## config.mk

```make
export PLATFORM = sky130hd
export DESIGN_NAME = t03_nes_pad_emulator_flat
export DESIGN_NICKNAME = d
export VERILOG_FILES = /design/src/rtl/t03_nes_pad_emulator_pkg.sv /design/src/rtl/t03_nes_pad_emulator_if.sv /design/src/rtl/t03_nes_pad_emulator_sync_edge.sv /design/src/rtl/t03_nes_pad_emulator.sv /design/src/flat_wrapper.sv
export SDC_FILE = /design/constraint.sdc
export NUM_CORES = 1
export LEC_CHECK = 0
export CORE_MARGIN = 1
export CORE_UTILIZATION = 30
export DETAILED_ROUTE_END_ITERATION = 10
export DONT_BUFFER_PORTS = 1
export HOLD_SLACK_MARGIN = 0.08
export PLACE_DENSITY = 0.5
export SKIP_CTS_REPAIR_TIMING = 1
export SYNTH_ARGS = -nofsm -noshare
export SYNTH_HDL_FRONTEND = slang
export SYNTH_SLANG_ARGS = --single-unit
export TNS_END_PERCENT = 50
```

## constraint.sdc

```tcl
create_clock -name clk -period 4.5 [get_ports clk]
set_input_delay 0.9 -clock clk [delete_from_list [all_inputs] [get_ports clk]]
set_output_delay 0.9 -clock clk [all_outputs]
set_load 0.03 [all_outputs]
```

## src/rtl/t03_nes_pad_emulator_pkg.sv

```systemverilog
// Shared NES pad definitions: FSM states, button bit positions and frame length.
// Imported by both the pad emulator and the controller reader.
package t03_nes_pkg;

  typedef enum logic [1:0] {
    ST_IDLE  = 2'd0,
    ST_LOAD  = 2'd1,
    ST_SHIFT = 2'd2,
    ST_DONE  = 2'd3
  } nes_state_e;

  localparam int BTN_A      = 0;
  localparam int BTN_B      = 1;
  localparam int BTN_SELECT = 2;
  localparam int BTN_START  = 3;
  localparam int BTN_UP     = 4;
  localparam int BTN_DOWN   = 5;
  localparam int BTN_LEFT   = 6;
  localparam int BTN_RIGHT  = 7;

  localparam int NES_BITS = 8;

endpackage

```

## src/rtl/t03_nes_pad_emulator_if.sv

```systemverilog
// Serial pad bus between the controller reader (master) and a pad (slave).
// No valid/ready handshake here: latch and pulse are level strobes owned by the
// master, and data_p* is a level the master samples once per pulse.
interface t03_nes_pad_emulator_if;
  logic latch;
  logic pulse;
  logic data_p1;
  logic data_p2;

  modport master (output latch, output pulse, input data_p1, input data_p2);
  modport slave  (input latch, input pulse, output data_p1, output data_p2);
endinterface

```

## src/rtl/t03_nes_pad_emulator_sync_edge.sv

```systemverilog
// Multi-flop synchronizer for an asynchronous level, followed by an edge
// register that yields one-cycle rise/fall strobes in the clk domain.
module t03_sync_edge #(
  parameter int STAGES = 2
) (
  input  logic clk,
  input  logic rst,
  input  logic din,
  output logic rise,
  output logic fall
);

  logic [STAGES-1:0] sync_q;
  logic              prev_q;

  always_ff @(posedge clk or posedge rst) begin
    if (rst) begin
      sync_q <= '0;
      prev_q <= 1'b0;
    end else begin
      sync_q <= {sync_q[STAGES-2:0], din};
      prev_q <= sync_q[STAGES-1];
    end
  end

  assign rise = sync_q[STAGES-1] & ~prev_q;
  assign fall = ~sync_q[STAGES-1] & prev_q;

endmodule

```

## src/rtl/t03_nes_pad_emulator.sv

```systemverilog
// Two-player 4021-style NES pad emulator answering the reader's latch/pulse
// sequence from push-button inputs; data lines are active-low.
module t03_nes_pad_emulator
  import t03_nes_pkg::*;
#(
  parameter int SYNC_STAGES = 2
) (
  input  logic                 clk,
  input  logic                 rst,
  t03_nes_pad_emulator_if.slave bus,
  input  logic [7:0]           buttons_p1,
  input  logic [7:0]           buttons_p2,
  output logic [3:0]           bit_count,
  output logic                 busy,
  output logic                 frame_done,
  output nes_state_e           state_dbg
);

  logic latch_rise, latch_fall;
  logic pulse_rise, pulse_fall;

  t03_sync_edge #(.STAGES(SYNC_STAGES)) u_latch_sync (
    .clk  (clk),
    .rst  (rst),
    .din  (bus.latch),
    .rise (latch_rise),
    .fall (latch_fall)
  );

  t03_sync_edge #(.STAGES(SYNC_STAGES)) u_pulse_sync (
    .clk  (clk),
    .rst  (rst),
    .din  (bus.pulse),
    .rise (pulse_rise),
    .fall (pulse_fall)
  );

  nes_state_e state;
  logic [7:0] sr_p1, sr_p2;
  logic       data_p1_q, data_p2_q;
  logic [3:0] cnt_q;
  logic       frame_done_q;
  logic       unused_pulse_fall;

  assign unused_pulse_fall = pulse_fall;

  always_ff @(posedge clk or posedge rst) begin
    if (rst) begin
      state        <= ST_IDLE;
      sr_p1        <= '0;
      sr_p2        <= '0;
      data_p1_q    <= 1'b1;
      data_p2_q    <= 1'b1;
      cnt_q        <= '0;
      frame_done_q <= 1'b0;
    end else begin
      frame_done_q <= 1'b0;
      case (state)
        ST_IDLE: begin
          data_p1_q <= 1'b1;
          data_p2_q <= 1'b1;
          cnt_q     <= '0;
          if (latch_rise) state <= ST_LOAD;
        end
        // Loads every cycle so the frame holds whatever was present at latch fall.
        ST_LOAD: begin
          sr_p1     <= buttons_p1;
          sr_p2     <= buttons_p2;
          data_p1_q <= ~buttons_p1[BTN_A];
          data_p2_q <= ~buttons_p2[BTN_A];
          cnt_q     <= '0;
          if (latch_fall) state <= ST_SHIFT;
        end
        // Latch takes priority over a coincident pulse: abort and reload.
        ST_SHIFT: begin
          if (latch_rise) begin
            state <= ST_LOAD;
            cnt_q <= '0;
          end else if (pulse_rise) begin
            sr_p1 <= sr_p1 >> 1;
            sr_p2 <= sr_p2 >> 1;
            cnt_q <= cnt_q + 4'd1;
            if (cnt_q == 4'(NES_BITS - 1)) begin
              state        <= ST_DONE;
              frame_done_q <= 1'b1;
              data_p1_q    <= 1'b1;
              data_p2_q    <= 1'b1;
            end else begin
              data_p1_q <= ~sr_p1[1];
              data_p2_q <= ~sr_p2[1];
            end
          end
        end
        ST_DONE: begin
          data_p1_q <= 1'b1;
          data_p2_q <= 1'b1;
          if (latch_rise) begin
            state <= ST_LOAD;
            cnt_q <= '0;
          end
        end
        default: state <= ST_IDLE;
      endcase
    end
  end

  assign bus.data_p1 = data_p1_q;
  assign bus.data_p2 = data_p2_q;
  assign bit_count   = cnt_q;
  assign busy        = (state == ST_LOAD) || (state == ST_SHIFT);
  assign frame_done  = frame_done_q;
  assign state_dbg   = state;

endmodule

```

## src/flat_wrapper.sv

```systemverilog
// flat-port wrapper written by rule: the top's interface ports become plain ports
module t03_nes_pad_emulator_flat import t03_nes_pkg::*;
#(
  parameter int SYNC_STAGES = 2
)
  (clk, rst, buttons_p1, buttons_p2, bit_count, busy, frame_done, state_dbg, bus_latch, bus_pulse, bus_data_p1, bus_data_p2);
  t03_nes_pad_emulator_if bus_i ();
  input  logic clk;
  input  logic rst;
  input  logic [7:0] buttons_p1;
  input  logic [7:0] buttons_p2;
  output logic [3:0] bit_count;
  output logic busy;
  output logic frame_done;
  output nes_state_e state_dbg;
  input wire logic [$bits(bus_i.latch)-1:0] bus_latch;
  input wire logic [$bits(bus_i.pulse)-1:0] bus_pulse;
  output wire logic [$bits(bus_i.data_p1)-1:0] bus_data_p1;
  output wire logic [$bits(bus_i.data_p2)-1:0] bus_data_p2;
  assign bus_i.latch = bus_latch;
  assign bus_i.pulse = bus_pulse;
  assign bus_data_p1 = bus_i.data_p1;
  assign bus_data_p2 = bus_i.data_p2;
  t03_nes_pad_emulator #(.SYNC_STAGES(SYNC_STAGES)) u_core (.clk(clk), .rst(rst), .bus(bus_i), .buttons_p1(buttons_p1), .buttons_p2(buttons_p2), .bit_count(bit_count), .busy(busy), .frame_done(frame_done), .state_dbg(state_dbg));
endmodule
```

==> flow_metrics.tcl <==
set metrics [dict create \
    clk_pin_slew_worst_paths_ps 60 \
    max_slew_margin_pct 26.6 \
    fill_cells 433 \
    grt_pass1_wl_um 4440 \
    cp_slowest_stage_delay_ps 590 \
    p_leak_nw 0.680 \
    grt_use_total_pct 11.9 \
    worstSetupStartpointType "register" \
    max_freq_mhz 402 \
    antenna_left 0 \
    drc_errors 0 \
    synth_seq_cells 29 \
    cp_top_family "flip-flops" \
    yosysSeqAreaShare_pct 53.1 \
    slew_violations 0 \
    preCtsSetupSlack_ps 2290 \
    dpl.hpwl_um 1820 \
    io_buffers 0 \
    clk_latency_ps 270 \
    final_nets 153 \
    path_cells "inv_1 -> ha_1 -> inv_1" \
    gp_congestion 0.759 \
    final.period_utilization_pct 55.3 \
    fp.dieArea_um2 4850 \
    drive_gt1_share_pct 10.1 \
    cts_buffers 5 \
    cp.arrival_ps 1590 \
    grt_pass1_vias 943 \
    critPathKind "reg -> out" \
    wl_per_cell_um 14.3 \
    ioPinCount 30 \
    finalCriticalPeriod_ps 2490 \
    rsz0062_at_grt "no" \
    netlist_area_um2 1370 \
    cts_tree "yes" \
    drt-initial-drc-count 60 \
    antenna_found_initial 0 \
    slowest_stage "dfrtp_1" \
    dr_total_vias 923 \
    cts_buffer_depth 2 \
    num_rows 24 \
    finalWirelength_um 2590 \
    clock_skew_ps 4.99 \
    syn_inst 124 \
    diodes 0 \
    critical_path_buf_inv_count 2 \
    hold_viol 0 \
    ir_drop_v 0.000250 \
    h-tree-depth 2 \
    status "complete, no violations" \
    crit_top_cell "inv_1" \
    synth_nets 149 \
    via_per_inst 5.10 \
    die_x_um 69.6 \
    final_util_pct 35.1 \
    power_density_nw_per_um2 733 \
    end_kind "output pin" \
    final_cells 181 \
    cts-root-buf "clkbuf_8" \
    final_cell_mix "dfrtp_1, nand2_1, mux2i_1, o21ai_0, clkbuf_8" \
    cts_sinks 29 \
    fin_ws_ps 2010 \
    async_flop_share_pct 100 \
    grt_overflow 0 \
    avgSynthCellArea_um2 11.1 \
    setup_violations 0 \
    worstPathMaxFanout 5 \
    whs_ps 346 \
    area_delta_synth_final_pct 12.1 \
    required_ps 3600 \
    hp-class "reg -> reg" \
    start_util_pct 31.3 \
    yosysWarnings 0 \
    core_um2 4380 \
    worst_slew_pin_slew_ps 1100 \
    placedCellCount 173 \
    synth-edff-count 0 \
    tns_ps 0 \
    die_h_um 69.6 \
    mostFrequentLayoutCell "dfrtp_1" \
    synth_ff_type "dfrtp_1" \
    firstDrtPassIters 4 \
    rrSetupSlack_ps 2300 \
    netlist-cell-type-count 33 \
    grt_max_degree 30 \
    maxCapViolations 0 \
]
[state kept, by name (all words and copies together) (netlist names)]
name                        flops
u_core.frame_done               1
u_core.u_latch_sync.sync_q      2
u_core.bus.data_p2              1
u_core.u_pulse_sync.prev_q      1
u_core.sr_p1                    7
u_core.state_dbg                2
u_core.sr_p2                    7
u_core.bit_count                4
u_core.bus.data_p1              1
u_core.u_latch_sync.prev_q      1
u_core.u_pulse_sync.sync_q      2
[routing by layer]
layer,vias up,GRT usage [%],wire [µm]
li1,448,-,-
met5,-,0,0
met4,0,4.22,32
met2,35,17.8,1170
met3,4,6.10,201
met1,436,14.7,1190
[power breakdown]
part	total, mW	leakage [nW]	internal (mW)	switching (mW)
logic	0.403	0.265	0.171	0.232
registers	0.452	0.356	0.357	0.0944
clock network	0.273	0.0585	0.180	0.0927
[synth_stat cells (2+ instances only)]
master,number,area (µm²)
nor2_1,5,18.8
mux2i_1,13,130
dfrtp_1,27,676
a211o_1,2,17.5
a21boi_0,2,15.0
nor2b_1,3,18.8
a22o_1,4,35.0
nand2b_1,2,12.5
buf_2,3,15.0
dfstp_2,2,52.6
a21oi_1,5,25.0
nand2_1,16,60.1
o21ai_0,13,65.1
inv_1,4,15.0
ha_1,5,62.6
[final timing paths]
check / startpoint / to / depth (start not counted)
max: u_core.state_dbg[0] / busy / 3
min: u_core.u_pulse_sync.sync_q[0] / u_core.u_pulse_sync.sync_q[1] / 0
max reg2reg: u_core.state_dbg[0] / u_core.bit_count[3] / 6
min reg2reg: u_core.u_pulse_sync.sync_q[0] / u_core.u_pulse_sync.sync_q[1] / 0
max in group asynchronous: rst / u_core.state_dbg[0] / 1
min in group asynchronous: rst / u_core.sr_p1[5] / 1
[final cells by class]
class | count | area [µm²] | share of cell area [%]
flip-flops and latches | 29 | 728 | 47.3
multi-input cells | 87 | 607 | 39.4
clock buffers | 7 | 86.3 | 5.61
well taps | 52 | 65.1 | 4.23
clock inverters | 1 | 30.0 | 1.95
inverters | 4 | 15.0 | 0.976
repair buffers | 1 | 7.51 | 0.488
[logic make-up after synthesis]
kind of cell	after synthesis	synth area share (%)
AO/OA/AOI/OAI	34	16.8
adder cells (fa/ha/maj)	5	4.56
buffers and inverters	8	2.73
flip-flops	29	53.1
multiplexers	14	10.3
AND/OR/NAND/NOR	34	12.6
[metrics by stage]
stage | total power, mW | area [µm²]
finish | 1.13 | 1540
global route | 1.22 | 1540
CTS | 1.14 | 1540
detailed placement | 0.861 | 1420
global placement | 0.846 | 1420
floorplan | 0.792 | 1370
No activity file was read; power rests on OpenSTA's default activity.
